$ cat src/rtl/spi_result_readout.sv
// SPI mode-0 slave serving a bank of 8-bit result registers.
// All SPI pins are oversampled in the clk domain. A frame is one address
// byte followed by any number of auto-incrementing data bytes.
module spi_result_readout #(
  parameter int NUM_REGS    = 16,
  parameter int ADDR_W      = 4,
  parameter int SYNC_STAGES = 2
) (
  input  logic                  clk,
  input  logic                  nRst,
  input  logic                  sck,
  input  logic                  nCS,
  input  logic                  mosi,
  output logic                  miso,
  input  logic [8*NUM_REGS-1:0] regData,
  output logic                  rdStrobe,
  output logic [ADDR_W-1:0]     rdAddr,
  output logic                  frameErr
);
  localparam int S = SYNC_STAGES;

  typedef enum logic [1:0] {IDLE, ADDR, DATA} state_t;

  logic [S-1:0]      sck_s, ncs_s, mosi_s, flush_s;
  logic              sck_rise, sck_fall, cs_hi, mosi_b;
  state_t            state;
  logic [2:0]        bit_cnt;
  logic [6:0]        mosi_sr;
  logic [7:0]        miso_sr;
  logic              hold, armed;
  logic [ADDR_W-1:0] addr, load_addr;
  logic [7:0]        shifted, load_data;

  // Synchronizers; flush_s marks when the chains hold real pin samples,
  // so a low nCS seen right after reset is not mistaken for a new frame.
  always_ff @(posedge clk) begin
    if (!nRst) begin
      sck_s   <= '0;
      ncs_s   <= '1;
      mosi_s  <= '0;
      flush_s <= '0;
    end else begin
      sck_s   <= {sck_s[S-2:0], sck};
      ncs_s   <= {ncs_s[S-2:0], nCS};
      mosi_s  <= {mosi_s[S-2:0], mosi};
      flush_s <= {flush_s[S-2:0], 1'b1};
    end
  end

  assign sck_rise = sck_s[S-2] & ~sck_s[S-1];
  assign sck_fall = ~sck_s[S-2] & sck_s[S-1];
  assign cs_hi    = ncs_s[S-1];
  assign mosi_b   = mosi_s[S-1];

  // Address of the register to load on this byte boundary, and its value
  // (out-of-range addresses read as zero).
  always_comb begin
    shifted   = {mosi_sr, mosi_b};
    load_addr = (state == ADDR) ? ADDR_W'(shifted) : addr + ADDR_W'(1);
    load_data = 8'h00;
    for (int i = 0; i < NUM_REGS; i++)
      if (load_addr == ADDR_W'(i)) load_data = regData[8*i +: 8];
  end

  // Frame FSM with shift registers and registered outputs. miso is updated
  // together with miso_sr so it follows the new MSB one clock after the edge.
  always_ff @(posedge clk) begin
    if (!nRst) begin
      state    <= IDLE;
      bit_cnt  <= '0;
      mosi_sr  <= '0;
      miso_sr  <= '0;
      hold     <= 1'b0;
      armed    <= 1'b0;
      addr     <= '0;
      miso     <= 1'b0;
      rdStrobe <= 1'b0;
      rdAddr   <= '0;
      frameErr <= 1'b0;
    end else begin
      rdStrobe <= 1'b0;
      frameErr <= 1'b0;
      armed    <= cs_hi & flush_s[S-1];
      case (state)
        IDLE: begin
          // Only a falling nCS (high seen after the flush) opens a frame.
          if (armed && !cs_hi) state <= ADDR;
        end
        default: begin
          if (cs_hi) begin
            // nCS release wins over any coincident sck edge.
            state    <= IDLE;
            frameErr <= (bit_cnt != 3'd0);
            bit_cnt  <= '0;
            mosi_sr  <= '0;
            miso_sr  <= '0;
            hold     <= 1'b0;
            miso     <= 1'b0;
          end else if (sck_rise) begin
            mosi_sr <= shifted[6:0];
            bit_cnt <= bit_cnt + 3'd1;
            if (bit_cnt == 3'd7) begin
              // Byte boundary: snapshot the next register and hold its MSB
              // through the following fall.
              state    <= DATA;
              addr     <= load_addr;
              rdAddr   <= load_addr;
              rdStrobe <= 1'b1;
              miso_sr  <= load_data;
              miso     <= load_data[7];
              hold     <= 1'b1;
            end
          end else if (sck_fall && state == DATA) begin
            if (hold) begin
              hold <= 1'b0;
            end else begin
              miso_sr <= {miso_sr[6:0], 1'b0};
              miso    <= miso_sr[6];
            end
          end
        end
      endcase
    end
  end

endmodule
$ cat config.mk
export PLATFORM = sky130hd
export DESIGN_NAME = spi_result_readout
export DESIGN_NICKNAME = d
export VERILOG_FILES = /design/src/rtl/spi_result_readout.sv
export SDC_FILE = /design/constraint.sdc
export NUM_CORES = 1
export LEC_CHECK = 0
export BUFFER_PORTS_ARGS = -buffer_cell sky130_fd_sc_hd__buf_4
export CAP_MARGIN = 0
export CORE_MARGIN = 10
export CORE_UTILIZATION = 32
export CTS_CLUSTER_SIZE = 40
export DETAILED_ROUTE_END_ITERATION = 8
export GPL_ROUTABILITY_DRIVEN = 1
export SYNTH_ARGS = -nofsm -noshare
export SYNTH_HDL_FRONTEND = slang
export SYNTH_SLANG_ARGS = --single-unit
export TNS_END_PERCENT = 50
$ cat constraint.sdc
create_clock -name clk -period 5.7 [get_ports clk]
set_input_delay 1.14 -clock clk [delete_from_list [all_inputs] [get_ports clk]]
set_output_delay 1.14 -clock clk [all_outputs]
set_load 0.02 [all_outputs]
==> results of run 1 <==
## metal layers
| layer | track usage, % | vias up | share of wire (%) |
|---|---|---|---|
| met4 | 4.74 | 0 | 1.8 |
| met1 | 21.3 | 1569 | 41 |
| met2 | 29.7 | 157 | 49 |
| met5 | 0 | - | 0 |
| met3 | 5.12 | 18 | 8.0 |
| li1 | - | 1629 | - |
## power groups by stage
stage / Clock [W] / Sequential (W) / Combinational, W
6_report: 0.000243 / 0.000229 / 0.000102
3_5_place_dp: 0 / 0.000234 / 0.000102
3_3_place_gp: 0 / 0.000234 / 0.000102
5_1_grt: 0.000257 / 0.000230 / 0.000109
2_1_floorplan: 0 / 0.000233 / 0.0000234
4_1_cts: 0.000246 / 0.000229 / 0.000102
## flip-flops by register name (all words and copies together) (netlist names)
signal and count:
addr 4, armed 1, bit_cnt 3, flush_s 2
frameErr 1, hold 1, miso 1, miso_sr 7
mosi_s 2, mosi_sr 3, ncs_s 2, rdStrobe 1
sck_s 2, state 2
## worst max-delay path by stage
| stage | start | end | slack [ps] | depth (start not counted) |
|---|---|---|---|---|
| after floorplan | addr[0] | miso_sr[0] | 3140 | 10 |
| after global placement | addr[0] | miso_sr[2] | 2680 | 8 |
| after detailed placement | addr[0] | miso_sr[1] | 2520 | 9 |
| after CTS | addr[0] | miso_sr[1] | 2530 | 9 |
| after global routing | addr[0] | miso_sr[0] | 2230 | 9 |
| final | addr[0] | miso_sr[1] | 2510 | 9 |
## synthesized netlist by cell type, types with 5 or more instances
cell type	n	area (um2)
o2bb2ai_1	6	52.6
nand2_1	41	154
a21oi_1	25	125
a31oi_1	5	31.3
nor2_1	18	67.6
buf_2	6	30.0
nand2b_1	9	56.3
and2_1	7	43.8
o211ai_1	6	45.0
nand3_1	8	40.0
a222oi_1	9	90.1
inv_1	12	45.0
a211o_1	5	43.8
dfxtp_1	32	641
nor2b_1	11	68.8
a22oi_1	11	82.6
clkbuf_1	10	37.5
nor3_1	10	50.1
o21ai_0	20	100
a221oi_1	10	87.6
o22ai_1	8	50.1
## logic make-up after synthesis
kind of cell,Yosys count,synth area share [%]
muxes,4,1.68
and+or+nand+nor,125,24.2
DFF,32,23.2
buffers and inverters,33,5.99
AOI/OAI and AO/OA,150,41.6
xor gates and xnor gates,3,1.50
adders and majority gates,4,1.81
## per-stage QoR
| step | total power (W) | instances | instance area [um2] | hold slack (ps) |
|---|---|---|---|---|
| finish | 0.000574 | 583 | 3950 | 418 |
| global route | 0.000595 | 583 | 3950 | 448 |
| CTS | 0.000577 | 583 | 3950 | 419 |
| detailed placement | 0.000336 | 575 | 3820 | 401 |
| global placement | 0.000337 | 575 | 3820 | 392 |
| floorplan | 0.000257 | 351 | 2760 | 386 |
## final cells by class
| class | instances | area, um2 |
|---|---|---|
| clock buffers | 7 | 96.3 |
| clock inverters | 1 | 30.0 |
| fillers | 827 | 4350 |
| inverters | 12 | 45.0 |
| multi-input cells | 286 | 1950 |
| flip-flops and latches | 32 | 641 |
| well taps | 105 | 131 |
| repair buffers | 140 | 1050 |
==> results_dict.tcl, run 1 <==
set metrics [dict create \
    min_path_type "reg -> reg" \
    worst_slack_ps 2510 \
    synth_flop_cell "dfxtp_1" \
    worstHoldPathCells 1 \
    gp_congestion 1.02 \
    grt_overflow 0 \
    critPathLaunchType "flip-flop" \
    core_um2 8300 \
    r2r_start "addr[0]" \
    slowest_stage "dfxtp_1" \
    finalCritPeriodShare_pct 56.0 \
    num_rows 33 \
    netlist_instances 351 \
    worstMarginPinSlew_ps 1080 \
    clockPowerShare_pct 42.3 \
    grt_use_total_pct 17.6 \
    cts_buffers 5 \
    totalWireLength_um 12000 \
    async_flop_share_pct 0 \
    synth_area_um2 2760 \
    final_max_slew_viol_count 0 \
    fin_setup_tns_ps 0 \
    dieHeight_um 113 \
    drive_gt1_share_pct 35.4 \
    worst_clock_skew_ps 2.06 \
    synth_cell_types 69 \
    layout.nets 614 \
    rsz0062_at_grt "false" \
    clock_path_buffers 2 \
    ir_drop_mv 0.145 \
    initial_core_util_pct 33.2 \
    worst_path_largest_cell_delay_ps 630 \
    dp_hpwl_um 9770 \
    cts_root_buf "clkbuf_8" \
    p_per_area_nw_per_um2 145 \
    finalSetupViolCount 0 \
    drtIter0Drc 257 \
    port_buffers 139 \
    final_hold_viol_count 0 \
    grt_max_degree 32 \
    synth.avg_cell_area_um2 7.86 \
    leakagePower_nw 1.65 \
    clk_pin_slew_ps 70 \
    die-area_um2 12700 \
    post-cts-setup-buffers 0 \
    layout_common_cells "buf_4 (140), nand2_1 (41), dfxtp_1 (32), a21oi_1 (25), o21ai_0 (20)" \
    clkLatencyLatePin_ps 280 \
    rr_worst_depth 9 \
    ant_nets 0 \
    min_from "ncs_s[0]" \
    p_switching_w 0.000123 \
    synth_edf_count 0 \
    synth_nets 488 \
    grt_pass1_vias 3464 \
    final_util_pct 47.6 \
    hold_path_end "ncs_s[1]" \
    cts.sinks 32 \
    r2r_setup_slack_ps 2510 \
    htreeDepth 2 \
    cts_tree "done" \
    p_int_w 0.000450 \
    firstDrtPassIters 5 \
    grt_pass1_wl_um 18400 \
    drt-wirelength-per-cell_um 20.7 \
    path_cells "ha_1 > nand2b_1 > o22ai_2 > a222oi_1 > a21o_1 > a211o_1 > a21oi_1 > o221ai_1 > a31oi_1" \
    layout_commonest_cell "buf_4" \
    max-cap-violations 0 \
    cts_resized 0 \
    area_growth_pct 43.1 \
    die-width_um 113 \
    pwr-share-seq_pct 39.9 \
    r2r-end "miso_sr[1]" \
    num_vias 3373 \
    cp_num_buf_inv 0 \
    via_per_inst 5.79 \
    ys_ff_latch 32 \
    clock.fmax_mhz 313 \
    status "finished clean" \
    worst-path-max-fanout 17 \
    yosysWarningCount 0 \
    cp.arrival_ps 3400 \
    ios 140 \
    cp-end-kind "flip-flop" \
    place_ws_ps 2520 \
    cp.required_ps 5900 \
    n_antenna_cell 0 \
    critPathTopFamily "compound AO/OA/AOI/OAI gates" \
    yosysSeqAreaShare_pct 23.2 \
    share_comb_of_total_power_pct 17.7 \
    swShare_pct 21.5 \
    cts_hold_buf 0 \
    critPathKind "reg -> reg" \
    antenna_found_initial 0 \
    slew_headroom_pct 28.0 \
    drcViolationCount 0 \
    layout_min_cycle_time_ps 3190 \
]
No activity file was read; power rests on OpenSTA's default activity.
==> run 2: changes to the inputs <==
- clock period: 5.7 -> 2.7 ns (I/O delays scaled with it)
==> results_dict.tcl, run 2 (synthesis gave the netlist of run 1 again) <==
set metrics [dict create \
    status "finished clean" \
    clock.fmax_mhz 392 \
    startpoint "state[1]" \
    clkLatencyLatePin_ps 290 \
    antenna_found_initial 0 \
    clk_pin_slew_ps 70 \
    worst-path-max-fanout 10 \
    path_cells "and2b_4 > nor3_2 > buf_4 > or3_1 > and3_1 > a221oi_1 > a21oi_1 > o221ai_2 > a21oi_1" \
    cp.required_ps 2870 \
    cts_tree "done" \
    fill_cells 858 \
    p_per_area_nw_per_um2 277 \
    share_comb_of_total_power_pct 18.9 \
    drtIter0Drc 248 \
    layout_min_cycle_time_ps 2550 \
    worst_path_largest_cell_delay_ps 400 \
    p_switching_w 0.000272 \
    min_path_type "reg -> reg" \
    cts_root_buf "clkbuf_8" \
    htreeDepth 2 \
    leakagePower_nw 1.81 \
    fin_setup_tns_ps 0 \
    critPathLaunchType "flip-flop" \
    reg_top3 "miso_sr: 7 flops, addr: 4 flops" \
    slowest_stage "dfxtp_1" \
    regMostFlops "miso_sr" \
    worst_clock_skew_ps 10.4 \
    grt_pass1_vias 3690 \
    final_max_slew_viol_count 0 \
    p_int_w 0.000902 \
    layout_common_cells "buf_4 (173), nand2_1 (41), dfxtp_1 (32), a21oi_1 (24), o21ai_0 (20)" \
    gp_congestion 0.941 \
    grt_overflow 0 \
    pwr-share-seq_pct 41.1 \
    ir_drop_mv 0.266 \
    r2r_start "state[1]" \
    ant_nets 0 \
    clockPowerShare_pct 40.0 \
    slew_headroom_pct 57.4 \
    r2r-end "miso_sr[2]" \
    routed-wl-met3_um 1020 \
    layout_commonest_cell "buf_4" \
    n_antenna_cell 0 \
    grt_use_total_pct 18.3 \
    finalPower_w 0.00117 \
    multi_input_area_um2 2000 \
    initial_core_util_pct 33.2 \
    worstMarginPinSlew_ps 633 \
    cp.arrival_ps 2730 \
    crit_top_cell "a21oi_1" \
    num_vias 3536 \
    cts_buffers 5 \
    cts.sinks 32 \
    top_layer "met4" \
    largest_register_ffs 7 \
    drt-wirelength-per-cell_um 20.1 \
    r2r_setup_slack_ps 150 \
    post-cts-setup-buffers 0 \
    dieHeight_um 113 \
    num_rows 33 \
    drive_gt1_share_pct 41.1 \
    finalSetupViolCount 0 \
    dp_hpwl_um 10400 \
    swShare_pct 23.2 \
    totalWireLength_um 12400 \
    cp-end-kind "flip-flop" \
    layout.nets 647 \
    final_hold_viol_count 0 \
    grt_max_degree 32 \
    die-area_um2 12700 \
    max-cap-violations 0 \
    crit_end "miso_sr[2]" \
    rr_worst_depth 9 \
    seq_area_um2 641 \
    die-width_um 113 \
    ios 140 \
    core_um2 8300 \
    firstDrtPassIters 6 \
    final_util_pct 51.0 \
    wl_met2_um 5920 \
    via_per_inst 5.74 \
    port_buffers 139 \
    clock_path_buffers 2 \
    finalCritPeriodShare_pct 94.6 \
    drcViolationCount 0 \
    critPathKind "reg -> reg" \
    area_growth_pct 53.4 \
    rsz0062_at_grt "true" \
    grt_pass1_wl_um 19300 \
    wl_met1_um 5150 \
]
-- run 2: layout make-up --
| class | instances | area share (%) |
|---|---|---|
| timing repair buffer | 173 | 30.7 |
| sequential | 32 | 15.1 |
| tap | 105 | 3.10 |
| clock inverter | 3 | 1.01 |
| clock buffer | 5 | 1.63 |
| multi-input combinational | 286 | 47.4 |
| inverter | 12 | 1.06 |
-- run 2: critical path, delay by kind of cell, from the launching register on --
family / cells / cell delay, ps
buffers and inverters: 1 / 160
DFF: 1 / 400
and+or+nand+nor: 4 / 1060
AOI/OAI and AO/OA: 4 / 810
-- run 2: worst min path at each step --
stage / start / end / slack, ps / cells after the start
4_1_cts: ncs_s[0] / ncs_s[1] / 420 / 1
2_1_floorplan: ncs_s[0] / ncs_s[1] / 390 / 1
5_1_grt: ncs_s[0] / ncs_s[1] / 440 / 1
3_3_place_gp: ncs_s[0] / ncs_s[1] / 400 / 1
6_report: ncs_s[0] / ncs_s[1] / 410 / 1
3_5_place_dp: ncs_s[0] / ncs_s[1] / 400 / 1
-- run 2: power by group through the flow --
stage | Sequential (W) | Clock (W) | Combinational (W)
floorplan | 0.000492 | 0 | 0.0000495
global placement | 0.000493 | 0 | 0.000218
detailed placement | 0.000493 | 0 | 0.000219
CTS | 0.000482 | 0.000472 | 0.000220
global route | 0.000483 | 0.000490 | 0.000238
finish | 0.000482 | 0.000470 | 0.000222
-- run 2: per-layer routing --
| metal | track usage [%] | vias up |
|---|---|---|
| met1 | 22.3 | 1658 |
| met3 | 4.86 | 20 |
| met2 | 30.6 | 168 |
| li1 | - | 1690 |
| met5 | 0 | - |
| met4 | 5.50 | 0 |
-- run 2: through the flow --
stage,setup slack (ps),hold slack [ps],area (um2),instances
4_1_cts,14.7,418,4190,616
2_1_floorplan,142,386,2760,351
3_3_place_gp,-283,397,4070,608
5_1_grt,-14.9,437,4230,616
6_report,146,414,4230,616
3_5_place_dp,-238,399,4070,608
-- run 2: what timing repair did --
action                     in CTS  in global routing
pin swaps                       1                  4
gates resized for setup         2                 11
hold buffers                    0                  0
cloned                          0                  0
setup endpoints to repair       1                  5
==> run 3: changes to the inputs <==
- CELL_PAD_IN_SITES_DETAIL_PLACEMENT: not set -> 0
- CELL_PAD_IN_SITES_GLOBAL_PLACEMENT: not set -> 1
- CORE_UTILIZATION: 32 -> 29
- PLACE_DENSITY_LB_ADDON: not set -> 0.1
==> results_dict.tcl, run 3 (synthesis gave the netlist of run 1 again) <==
set metrics [dict create \
    met3_usage_pct 4.75 \
    grt_overflow 0 \
    finalCritPeriodShare_pct 94.3 \
    worst_clock_skew_ps 3.99 \
    cp-end-kind "flip-flop" \
    die-width_um 118 \
    n_antenna_cell 0 \
    cts_tree "done" \
    drive_gt1_share_pct 40.9 \
    cp_num_buf_inv 1 \
    leakagePower_nw 1.80 \
    rsz0062_at_grt "false" \
    layout_commonest_cell "buf_4" \
    firstDrtPassIters 5 \
    fill_cells 941 \
    final_area_um2 4240 \
    multi_input_area_um2 2000 \
    clock_path_buffers 2 \
    layout.nets 648 \
    min_path_type "reg -> reg" \
    port_buffers 139 \
    placed_area_um2 4110 \
    grt_pass1_wl_um 19900 \
    num_vias 3550 \
    critPathTopFamily "compound AO/OA/AOI/OAI gates" \
    gp_congestion 0.856 \
    clk_pin_slew_ps 60 \
    cts_buffers 5 \
    layout_min_cycle_time_ps 2550 \
    cp.required_ps 2860 \
    antenna_found_initial 0 \
    via_per_inst 5.55 \
    hold_slack_ps 410 \
    critPathKind "reg -> reg" \
    cp.arrival_ps 2710 \
    drcViolationCount 0 \
    regMostFlops "miso_sr" \
    top_usage_layer "met2" \
    final_max_slew_viol_count 0 \
    slowest_stage "a221o_1" \
    dp_hpwl_um 10800 \
    drtIter0Drc 254 \
    cts.sinks 32 \
    ios 140 \
    seq_area_um2 643 \
    ir_drop_mv 0.201 \
    htreeDepth 2 \
    grtUsageMet2_pct 29.2 \
    clkLatencyLatePin_ps 270 \
    clock.fmax_mhz 393 \
    path_cells "ha_4 > xnor2_2 > buf_4 > nor4_1 > o22a_1 > a221o_1 > a211oi_2 > a211o_1 > a21oi_1 > o311a_1" \
    reg_top3 "miso_sr: 7 flops, addr: 4 flops" \
    slew_headroom_pct 59.0 \
    max-cap-violations 0 \
    grt_use_total_pct 17.3 \
    totalWireLength_um 12800 \
    dieHeight_um 118 \
    final_hold_viol_count 0 \
    initial_core_util_pct 29.9 \
    worst_path_largest_cell_delay_ps 370 \
    largest_register_ffs 7 \
    die-area_um2 13800 \
    core_um2 9240 \
    drt-wirelength-per-cell_um 20.0 \
    fin_setup_tns_ps 0 \
    worstMarginPinSlew_ps 612 \
    p_per_area_nw_per_um2 246 \
    cts_root_buf "clkbuf_8" \
    ant_nets 0 \
    area_growth_pct 53.7 \
    grt_pass1_vias 3695 \
    finalPower_w 0.00105 \
    grt_max_degree 32 \
    r2r_setup_slack_ps 150 \
    critPathLaunchType "flip-flop" \
    finalSetupViolCount 0 \
    layout_common_cells "buf_4 (173), nand2_1 (41), dfxtp_1 (30), a21oi_1 (24), o21ai_0 (20)" \
    use_met1_pct 21.2 \
    worst-path-max-fanout 5 \
    status "finished clean" \
    num_rows 35 \
]
run 3: cell types whose count changed in the layout (fill, tap and decap cells not counted), sizes merged:
cell	change
buf	+1
bufinv	-1
clkbuf	+1
clkinvlp	-1
run 3: worst paths after layout:
kind | start | cells after the start | end
worst max register to register | addr[0] | 10 | miso_sr[0]
worst min-delay path | ncs_s[0] | 1 | ncs_s[1]
worst max-delay path | addr[0] | 10 | miso_sr[0]
worst min register to register | ncs_s[0] | 1 | ncs_s[1]
run 3: what timing repair did:
action,CTS,global route
gates resized for setup,0,12
pin swaps,2,4
hold buffers,0,0
setup buffers,0,1
endpoints found under the setup margin,1,7
cloned,0,0
run 3: routing by layer:
| metal | wire length, um | share of wire (%) | vias to the layer above |
|---|---|---|---|
| met1 | 5400 | 42 | 1687 |
| met3 | 960 | 7.5 | 18 |
| met5 | 0 | 0 | - |
| li1 | - | - | 1697 |
| met2 | 6220 | 49 | 148 |
| met4 | 238 | 1.9 | 0 |
run 3: final cells by class:
class	instances	area share [%]
Clock inverter	1	0.118
Multi-Input combinational cell	286	47.1
Clock buffer	6	1.71
Timing Repair Buffer	174	31.1
Sequential cell	32	15.2
Inverter	12	1.06
Tap cell	129	3.81
run 3: per-stage QoR:
stage	cells	utilization, %	worst slack (ps)
6_report	640	45.9	155
5_1_grt	640	45.9	9.57
4_1_cts	639	45.3	4.70
3_5_place_dp	632	44.5	-5.39
3_3_place_gp	632	44.5	-48.3
2_1_floorplan	351	-	142
run 3: where the power goes:
group	switching, W	internal [W]	total (W)	leakage [nW]
clock network	0.000162	0.000175	0.000337	0.0410
registers	0.00000361	0.000479	0.000483	0.261
logic	0.0000728	0.000153	0.000226	1.50
